===== src/rtl/vga_fade_pkg.sv =====
// Shared definitions for the scene fader: fade state encoding and the
// pixel/colour geometry constants used by the fader, its channel scaler
// and its bus interface.
package vga_fade_pkg;

    typedef enum logic [1:0] {
        IDLE     = 2'd0,
        FADE_OUT = 2'd1,
        SWITCH   = 2'd2,
        FADE_IN  = 2'd3
    } fade_state_t;

    localparam int RGB_W    = 12;
    localparam int CH_W     = 4;
    localparam int LVL_MAX  = 15;
    localparam int COORD_W  = 10;
    localparam int BAR_H    = 8;
    localparam int BAR_UNIT = 16;

endpackage


===== src/rtl/vga_scene_fader_if.sv =====
// Pixel-stream bundle around the scene fader.
//   choise     : raw scene select from the board switches (asynchronous)
//   pixel_x/y  : current coordinates from vga_driver
//   src_data   : RGB444 from the background generator
//   scene_sel  : scene index back to the background generator
//   pixel_data : faded RGB444 to vga_driver
//   busy/level : fade status for debug/LEDs
// master = the surrounding system, slave = the fader.
interface vga_scene_fader_if #(
    parameter int LVL_W = 4
);
    import vga_fade_pkg::*;

    logic [1:0]         choise;
    logic [COORD_W-1:0] pixel_x;
    logic [COORD_W-1:0] pixel_y;
    logic [RGB_W-1:0]   src_data;
    logic [1:0]         scene_sel;
    logic [RGB_W-1:0]   pixel_data;
    logic               busy;
    logic [LVL_W-1:0]   level;

    modport master (
        output choise, pixel_x, pixel_y, src_data,
        input  scene_sel, pixel_data, busy, level
    );

    modport slave (
        input  choise, pixel_x, pixel_y, src_data,
        output scene_sel, pixel_data, busy, level
    );

endinterface


===== src/rtl/vga_chan_scale.sv =====
// Combinational brightness scaler for one colour channel.
//   chan_in  : channel intensity
//   level    : brightness level, all-ones means full brightness
//   chan_out : (chan_in * level) >> LVL_W, or chan_in unchanged at full level
module vga_chan_scale
    import vga_fade_pkg::*;
#(
    parameter int LVL_W = 4
) (
    input  logic [CH_W-1:0]  chan_in,
    input  logic [LVL_W-1:0] level,
    output logic [CH_W-1:0]  chan_out
);

    logic [CH_W+LVL_W-1:0] prod;

    assign prod = {{LVL_W{1'b0}}, chan_in} * {{CH_W{1'b0}}, level};

    // The shift alone would give 15*15>>4 = 14 at full level, so full
    // level bypasses the multiplier to keep the picture exact when idle.
    assign chan_out = (level == {LVL_W{1'b1}}) ? chan_in : prod[LVL_W +: CH_W];

endmodule


===== src/rtl/vga_scene_fader.sv =====
// Scene fader between the background generator and vga_driver. Owns the
// scene selection: a change on choise fades the picture to black, switches
// scene_sel, then fades back in, one brightness step per FRAMES_PER_STEP
// frames. pixel_data is registered, one vga_clk behind the inputs.
//
// Ports:
//   vga_clk   : pixel clock
//   sys_rst_n : asynchronous active-low reset
//   bus       : vga_scene_fader_if.slave (choise, pixel_x/y, src_data in;
//               scene_sel, pixel_data, busy, level out)
//
// Build option: define VGA_FADE_LEVEL_BAR_EN to overlay a white bar of
// width level*16 px in the top 8 rows showing the current level.
//
// state    | meaning
// ---------+---------------------------------------------------------
// IDLE     | full brightness, watching for a new scene selection
// FADE_OUT | stepping level down to 0, target follows the switches
// SWITCH   | one cycle at black: scene_sel takes the target
// FADE_IN  | stepping level back up to full, switches ignored
module vga_scene_fader
    import vga_fade_pkg::*;
#(
    parameter int FRAMES_PER_STEP = 2,
    parameter int LVL_W           = 4
) (
    input  logic              vga_clk,
    input  logic              sys_rst_n,
    vga_scene_fader_if.slave  bus
);

    localparam int CNT_W = (FRAMES_PER_STEP > 1) ? $clog2(FRAMES_PER_STEP) : 1;
    localparam logic [CNT_W-1:0] CNT_LAST = CNT_W'(FRAMES_PER_STEP - 1);
    localparam logic [LVL_W-1:0] LVL_FULL = '1;
    localparam logic [LVL_W-1:0] LVL_ONE  = LVL_W'(1);

    fade_state_t       state_q, state_d;
    logic [1:0]        ch_meta, ch_s;
    logic [1:0]        target_q, target_d;
    logic [1:0]        scene_q, scene_d;
    logic [LVL_W-1:0]  level_q, level_d;
    logic [CNT_W-1:0]  cnt_q;
    logic              origin, prev_origin, frame_tick, fading, step;
    logic [RGB_W-1:0]  scaled, pix_d, pix_q;

    // Coordinates sit at (0,0) through blanking; only the first cycle there
    // counts as the frame tick.
    assign origin     = (bus.pixel_x == '0) && (bus.pixel_y == '0);
    assign frame_tick = origin & ~prev_origin;
    assign fading     = (state_q == FADE_OUT) || (state_q == FADE_IN);
    assign step       = fading && frame_tick && (cnt_q == CNT_LAST);

    always_ff @(posedge vga_clk or negedge sys_rst_n) begin
        if (!sys_rst_n) begin
            ch_meta     <= '0;
            ch_s        <= '0;
            prev_origin <= 1'b0;
        end else begin
            ch_meta     <= bus.choise;
            ch_s        <= ch_meta;
            prev_origin <= origin;
        end
    end

    // Held at zero outside the fades, so it restarts on every fade entry.
    always_ff @(posedge vga_clk or negedge sys_rst_n) begin
        if (!sys_rst_n) begin
            cnt_q <= '0;
        end else if (!fading) begin
            cnt_q <= '0;
        end else if (frame_tick) begin
            cnt_q <= step ? '0 : cnt_q + CNT_W'(1);
        end
    end

    always_ff @(posedge vga_clk or negedge sys_rst_n) begin
        if (!sys_rst_n) begin
            state_q <= IDLE;
        end else begin
            state_q <= state_d;
        end
    end

    always_comb begin
        state_d  = state_q;
        level_d  = level_q;
        target_d = target_q;
        scene_d  = scene_q;
        case (state_q)
            IDLE: begin
                if (ch_s != scene_q) begin
                    target_d = ch_s;
                    state_d  = FADE_OUT;
                end
            end
            FADE_OUT: begin
                target_d = ch_s;
                if (step) begin
                    level_d = level_q - LVL_ONE;
                    if (level_q == LVL_ONE) begin
                        state_d = SWITCH;
                    end
                end
            end
            SWITCH: begin
                // Even if the user switched back, the fade-in still runs.
                scene_d = target_q;
                state_d = FADE_IN;
            end
            FADE_IN: begin
                if (step) begin
                    level_d = level_q + LVL_ONE;
                    if (level_q == LVL_FULL - LVL_ONE) begin
                        state_d = IDLE;
                    end
                end
            end
            default: state_d = IDLE;
        endcase
    end

    for (genvar c = 0; c < 3; c++) begin : g_chan
        vga_chan_scale #(.LVL_W(LVL_W)) u_scale (
            .chan_in  (bus.src_data[c*CH_W +: CH_W]),
            .level    (level_q),
            .chan_out (scaled[c*CH_W +: CH_W])
        );
    end

`ifdef VGA_FADE_LEVEL_BAR_EN
    logic [COORD_W-1:0] bar_w;
    logic               in_bar;

    assign bar_w  = COORD_W'(level_q) * COORD_W'(BAR_UNIT);
    assign in_bar = (bus.pixel_y < COORD_W'(BAR_H)) && (bus.pixel_x < bar_w);
    assign pix_d  = in_bar ? {RGB_W{1'b1}} : scaled;
`else
    assign pix_d  = scaled;
`endif

    always_ff @(posedge vga_clk or negedge sys_rst_n) begin
        if (!sys_rst_n) begin
            level_q  <= LVL_FULL;
            target_q <= '0;
            scene_q  <= '0;
            pix_q    <= '0;
        end else begin
            level_q  <= level_d;
            target_q <= target_d;
            scene_q  <= scene_d;
            pix_q    <= pix_d;
        end
    end

    assign bus.scene_sel  = scene_q;
    assign bus.pixel_data = pix_q;
    assign bus.busy       = (state_q != IDLE);
    assign bus.level      = level_q;

endmodule


===== src/flat_wrapper.sv =====
// flat-port wrapper written by rule: the top's interface ports become plain ports
module vga_scene_fader_flat import vga_fade_pkg::*;
#(
    parameter int FRAMES_PER_STEP = 2,
    parameter int LVL_W           = 4
)
  (vga_clk, sys_rst_n, bus_choise, bus_pixel_x, bus_pixel_y, bus_src_data, bus_scene_sel, bus_pixel_data, bus_busy, bus_level);
  vga_scene_fader_if #(.LVL_W(LVL_W)) bus_i ();
  input  logic vga_clk;
  input  logic sys_rst_n;
  input wire logic [$bits(bus_i.choise)-1:0] bus_choise;
  input wire logic [$bits(bus_i.pixel_x)-1:0] bus_pixel_x;
  input wire logic [$bits(bus_i.pixel_y)-1:0] bus_pixel_y;
  input wire logic [$bits(bus_i.src_data)-1:0] bus_src_data;
  output wire logic [$bits(bus_i.scene_sel)-1:0] bus_scene_sel;
  output wire logic [$bits(bus_i.pixel_data)-1:0] bus_pixel_data;
  output wire logic [$bits(bus_i.busy)-1:0] bus_busy;
  output wire logic [$bits(bus_i.level)-1:0] bus_level;
  assign bus_i.choise = bus_choise;
  assign bus_i.pixel_x = bus_pixel_x;
  assign bus_i.pixel_y = bus_pixel_y;
  assign bus_i.src_data = bus_src_data;
  assign bus_scene_sel = bus_i.scene_sel;
  assign bus_pixel_data = bus_i.pixel_data;
  assign bus_busy = bus_i.busy;
  assign bus_level = bus_i.level;
  vga_scene_fader #(.FRAMES_PER_STEP(FRAMES_PER_STEP), .LVL_W(LVL_W)) u_core (.vga_clk(vga_clk), .sys_rst_n(sys_rst_n), .bus(bus_i));
endmodule

===== config.mk =====
export PLATFORM = sky130hd
export DESIGN_NAME = vga_scene_fader_flat
export DESIGN_NICKNAME = d
export VERILOG_FILES = /design/src/rtl/vga_fade_pkg.sv /design/src/rtl/vga_scene_fader_if.sv /design/src/rtl/vga_chan_scale.sv /design/src/rtl/vga_scene_fader.sv /design/src/flat_wrapper.sv
export SDC_FILE = /design/constraint.sdc
export NUM_CORES = 1
export LEC_CHECK = 0
export BUFFER_PORTS_ARGS = -buffer_cell sky130_fd_sc_hd__buf_4
export CORE_ASPECT_RATIO = 0.8
export CORE_MARGIN = 2
export CORE_UTILIZATION = 49
export DETAILED_ROUTE_END_ITERATION = 8
export PLACE_DENSITY = 0.79
export REMOVE_ABC_BUFFERS = 1
export SKIP_LAST_GASP = 1
export SLEW_MARGIN = 20
export SYNTH_ARGS = -nofsm -noshare
export SYNTH_HDL_FRONTEND = slang
export SYNTH_SLANG_ARGS = --single-unit

===== constraint.sdc =====
create_clock -name vga_clk -period 3.2 [get_ports vga_clk]
set_input_delay 0.48 -clock vga_clk [delete_from_list [all_inputs] [get_ports vga_clk]]
set_output_delay 0.48 -clock vga_clk [all_outputs]
set_load 0.01 [all_outputs]

**Word level (Yosys, flattened, before mapping)**

Index checks and enable logic that the tools add are counted.

- Divide/modulo/power cells: 0
- $mul: 3
- Eq/ne operators: 13
- Shift-type cells: 0
- Reduce and logical (&&, ||, !) cells: 13
- Add/subtract/negate cells: 3
- Order comparisons: 0
- Mux-type cells: 17
- Bitwise gates (word level): 2

Operator list:

| kind | number |
|---|---|
| $mul 4x4->8 | 3 |
| $logic_not 10->1 | 2 |
| $mux 4 | 5 |
| $mux 2 | 6 |
| $eq 4x4->1 const B | 2 |
| $ne 2x1->1 const B | 4 |
| $pmux 2 s4 | 1 |
| $pmux 4 s2 | 1 |
| $reduce_bool 2->1 | 3 |
| $reduce_and 5->1 | 1 |
| $add 4x1->4 const B | 1 |
| $eq 2x2->1 const B | 2 |
| $eq 4x1->1 const B | 1 |
| $ne 2x2->1 const B | 2 |
| $pmux 2 s2 | 1 |
| $sub 4x1->4 const B | 1 |
| $logic_and 1x1->1 | 3 |
| $mux 1 | 3 |
| $reduce_and 3->1 | 1 |
| $eq 2x1->1 const B | 1 |
| $logic_not 2->1 | 1 |
| $ne 2x2->1 | 1 |
| $reduce_and 2->1 | 1 |
| $add 1x1->1 const B | 1 |
| other kinds (3) | 3 |

- Output and inout port bits: 19
- Bits in read-only memories: 0
- RAM bits: 0
- Latch bits: 0
- Bits of input ports: 36
- Word-level logic and storage cells: 60
- Memories kept: 0
- Bits in registers: 28

**Depth between registers and ports, before layout**

- Word-level depth: 8
- Mapped depth: 12
- Mapped depth without buffers: 10

**Cells and area by module**

From an unflattened synthesis, not the netlist that was laid out.

- Cell total of the unflattened synthesis: 258
- Area, all modules: 2591.2 um2

By module, submodules not included:

| module | instances | area each (um2) | sequential area each (um2) | cells each |
|---|---|---|---|---|
| vga_scene_fader | 1 | 1217.4 | 705.7 | 87 |
| vga_chan_scale at u_core.g_chan[0].u_scale ... | 2 | 456.7 | 0.0 | 57 |
| vga_chan_scale at u_core.g_chan[1].u_scale | 1 | 460.4 | 0.0 | 57 |

**Worst setup path after synthesis**

No wires, ideal clock.

- Path kind: register to register
- Start point: reg u_core.level_q[2] (netlist: u_core.bus.level[2])
- End point: reg u_core.pix_q[7] (netlist: u_core.bus.pixel_data[7])
- Arrival: 3.233 ns
- Cell stages (with the launch flop): 13
- Path slack: -0.116 ns
- Clock period less this slack: 3.316 ns
- Data required time: 3.117 ns
- Cell sequence: dfstp_2 clkbuf_1 clkbuf_1 nand2_1 fa_1 inv_1 fa_1 ha_1 nand4_1 o21ai_0 a31oi_1 xor2_1 o21ai_0

- Word-level cells in the longest chain between the ends: 2

Ends and longest elaborated chain:

| element | line | text |
|---|---|---|
| from (decl) | vga_scene_fader.sv:41 | `logic [LVL_W-1:0] level_q, level_d;` |
| from (signal assigned) | vga_scene_fader.sv:148 | `level_q <= level_d;` |
| $mul 4x4->8 or $eq 4x4->1 (tied branches) | vga_chan_scale.sv:17, vga_chan_scale.sv:21 |  |
| $mux 4 (*) | vga_chan_scale.sv:21 | `assign chan_out = (level == {LVL_W{1'b1}}) ? chan_in : prod[LVL_W +: CH_W];` |
| named net u_core.g_chan[1].u_scale.chan_out[3] | vga_chan_scale.sv:12 | `output logic [CH_W-1:0] chan_out` |
| to (signal assigned) | vga_scene_fader.sv:151 | `pix_q <= pix_d;` |
| to (decl) | vga_scene_fader.sv:44 | `logic [RGB_W-1:0] scaled, pix_d, pix_q;` |

The timed path passes the listed nets; every way through them passes the cells marked *.
A chain may end at the register's enable or synchronous reset.

**Worst setup path after layout**

- Start point: reg u_core.level_q[2] (netlist: u_core.bus.level[2])
- End point: reg u_core.pix_q[3] (netlist: u_core.bus.pixel_data[3])

- Word-level cells in the longest chain between the ends: 2

Ends and longest elaborated chain:

| element | line |
|---|---|
| $mul 4x4->8 or $eq 4x4->1 (tied branches) | vga_chan_scale.sv:17, vga_chan_scale.sv:21 |
| $mux 4 (*) | vga_chan_scale.sv:21 |
| named net u_core.g_chan[0].u_scale.chan_out[3] | vga_chan_scale.sv:12 |

Marks and branches as above.

==> flow_summary_export.csv <==
group,metric,value,unit
power_and_ir_drop,sw_frac_of_total,24.54,%
drt,first_pass_iters,4,
placement,dpl-instance-area,2903,sq um
clock_tree,cts_buffers,3,
floorplanning,dieHeight,66.81,um
worst_setup_path,path_class,"reg -> reg",
clock_tree,clk_pin_slew_worst_paths,0.10,ns
power_and_ir_drop,seqPwrFrac,51.0,%
global_route,grt_pass1_wl,8.466,mm
final_layout,final_nets,382,
clock_tree,root_buffer,"clkbuf_8",
worst_setup_path,endpoint_kind,"flip-flop",
floorplanning,row_count,22,
power_and_ir_drop,ir_drop,0.0001550,V
worst_setup_path,critPathMaxFanout,11,
drt,totalWireLength,5.134,mm
yosys,synth-seq-cells,28,
drt,avgViaCountPerCell,5.241,
floorplanning,die_x,82.51,um
final_layout,final_cells,357,
yosys,synth_cell_type_count,34,
clock_tree,hold_buffers,0,
global_route,antenna_found_initial,0,
worst_setup_path,critical_path_arrival,3.23,ns
power_and_ir_drop,p_switching,0.1799,mW
clock_tree,clockBufferDepth,2,
sta,worst_pin_slew,0.5196,ns
sta,post-route-period-util,94.87,%
power_and_ir_drop,totalPowerFinal,0.7330,mW
flow_run,maxCapViolCount,0,
yosys,synth_flop_cell,"dfrtp_1",
placement,hpwl,4.133,mm
sta,fin_ws,0.1641,ns
drt,drt_iter0_drc,85,
drt,wire_per_inst,14.38,um
clock_tree,clk_latency,0.28,ns
yosys,seq_area_frac_synth,29.21,%
final_layout,diodes,0,
clock_tree,cts_setup_buffers,0,
clock_tree,cts_tree,"done",
floorplanning,fp.dieArea,5512,sq um
final_layout,final_area,2964,sq um
global_route,first_global_vias,1832,
placement,post-place-ws,0.07667,ns
drt,vias,1871,
floorplanning,core-area,4679,sq um
sta,period_needed,3.036,ns
sta,hold-worst-slack,0.1020,ns
final_layout,area_growth,22.68,%
sta,rsz0062_at_grt,"true",
power_and_ir_drop,powerDensity,247.3,nW/um^2
final_layout,drive_gt1_share,28.96,%
global_route,grt_start_max_net_pins,29,
yosys,syn_inst,242,
clock_tree,htree_levels,1,
yosys,synth_edf_count,0,
global_route,grt-ovfl-total,0,
run_status,outcome,"complete, no violations",
power_and_ir_drop,leakagePower,1.522,nW
power_and_ir_drop,p_int,0.5532,mW
global_route,grt_util_all_layers,20.36,%
sta,skew,0.006648,ns
sta,drv_slew,0,
yosys,synth-async-reset-ratio,100.0,%
worst_setup_path,startpoint_type,"flip-flop",
yosys,synthesis.area,2416,sq um
power_and_ir_drop,p_comb_share,19.1,%
yosys,yosys_warnings,0,
final_layout,fillCellCount,380,
placement,port_buffers,54,
drt,drc,0,
floorplanning,start_util,51.63,%
sta,hold_viol,0,
worst_hold_path,min_path_type,"in -> async",
clock_tree,cts_sinks,28,
clock_tree,ctsResizeCount,0,
worst_setup_path,critPathRequiredTime,3.40,ns
drt,antenna_left,0,
yosys,synth.avg_cell_area,9.984,sq um
sta,relSlewSlack,65.26,%
power_and_ir_drop,clockPowerShare,29.9,%
placement,gp_congestion,0.8523,
placement,placed_cells,353,
sta,fmax,329.4,MHz
sta,setup_viol,0,
floorplanning,io_pins,55,
==> synth_stat cells (all sizes together), types with 3 or more instances <==
cell type	count	area, sq um
a21o	3	22.52
a21oi	13	65.06
a31oi	3	18.77
and2	30	187.7
clkbuf	7	26.28
dfrtp	24	600.6
dfstp	4	105.1
fa	9	180.2
ha	39	488.0
inv	12	45.04
mux2	6	71.31
nand2	22	87.58
nand3	6	35.03
nand4	3	18.77
nor2	12	45.04
nor4	8	111.4
o21ai	13	68.81
o21bai	3	22.52
xnor2	12	105.1
xor2	6	52.55
==> power by group through the flow <==
stage	combinational, mW	sequential, mW	clock, mW
2_1_floorplan	0.0562	0.385	0
3_3_place_gp	0.137	0.380	0
3_5_place_dp	0.140	0.381	0
4_1_cts	0.141	0.374	0.223
5_1_grt	0.156	0.375	0.239
6_report	0.140	0.374	0.219
==> layout make-up <==
type	instances	area [sq um]	share of cell area (%)
multi-input cells	194	1640	55.34
flip-flops and latches	28	705.7	23.81
repair buffers	59	442.9	14.94
well taps	60	75.07	2.533
clock buffers	4	55.05	1.857
inverters	12	45.04	1.520
==> cells in the final DEF, fill, tap and decap left out, drive strengths merged <==
| master | n |
|---|---|
| buf | 59 |
| ha | 39 |
| and2 | 30 |
| dfrtp | 24 |
| nand2 | 22 |
| a21oi | 13 |
| o21ai | 13 |
| inv | 12 |
| xnor2 | 12 |
| nor2 | 12 |
| fa | 9 |
| nor4 | 8 |
| xor2 | 6 |
| nand3 | 6 |
| mux2 | 6 |
| clkbuf | 4 |
| dfstp | 4 |
| nand4 | 3 |
| o21bai | 3 |
| a21o | 3 |
| a31oi | 3 |
| and3 | 1 |
| o21a | 1 |
| nor3 | 1 |
| and4b | 1 |
| o221ai | 1 |
| mux2i | 1 |
==> worst max-delay path, cell delays in order, from the launching register on <==
cell,delay (ns)
dfstp_2,0.63
nand2_1,0.10
fa_1,0.52
inv_1,0.06
fa_1,0.47
ha_1,0.29
nand4_1,0.12
o21ai_1,0.30
a31oi_2,0.16
xor2_1,0.16
o21ai_0,0.15
==> metal layers <==
layer  vias up  track usage, %  wire length [um]
met1       881           26.57              2256
met2        48           35.38              2571
li1        937               -                 -
met4         0           6.352                39
met5         -               0                 0
met3         5           2.168               267
==> flip-flops by register name, indices dropped and copies added (netlist names) <==
signal	count
u_core.bus.pixel_data	12
u_core.bus.level	4
u_core.bus.scene_sel	2
u_core.ch_meta	2
u_core.ch_s	2
u_core.state_q	2
u_core.target_q	2
u_core.cnt_q	1
u_core.prev_origin	1
==> stage by stage <==
stage / setup TNS (ns) / util [%]
global route: -0.01397 / 63.34
CTS: 0 / 63.21
floorplan: 0 / -
detailed placement: 0 / 62.03
global placement: 0 / 62.03
finish: 0 / 63.34
==> final timing paths <==
kind	startpoint	slack (ns)	end	cells after the start
max in group asynchronous	sys_rst_n	2.79	u_core.bus.level[0]	1
max reg2reg	u_core.bus.level[2]	0.16	u_core.bus.pixel_data[3]	10
min reg2reg	u_core.ch_meta[0]	0.36	u_core.ch_s[0]	0
max	u_core.bus.level[2]	0.16	u_core.bus.pixel_data[3]	10
min	sys_rst_n	0.10	u_core.prev_origin	1
min in group vga_clk	bus_choise[0]	0.31	u_core.ch_meta[0]	1
==> cells by family (layout without fill, tap and decap cells) <==
family	count (synthesis)	in the layout	share of synthesized area (%)
AND/OR/NAND/NOR	84	84	20.97
adder cells (fa/ha/maj)	48	48	27.65
AO/OA/AOI/OAI	37	37	9.114
flip-flops	28	28	29.21
buffers and inverters	20	75	3.159
XOR/XNOR	18	18	6.525
multiplexers	7	7	3.366
Power figures use the tool's default switching activity.
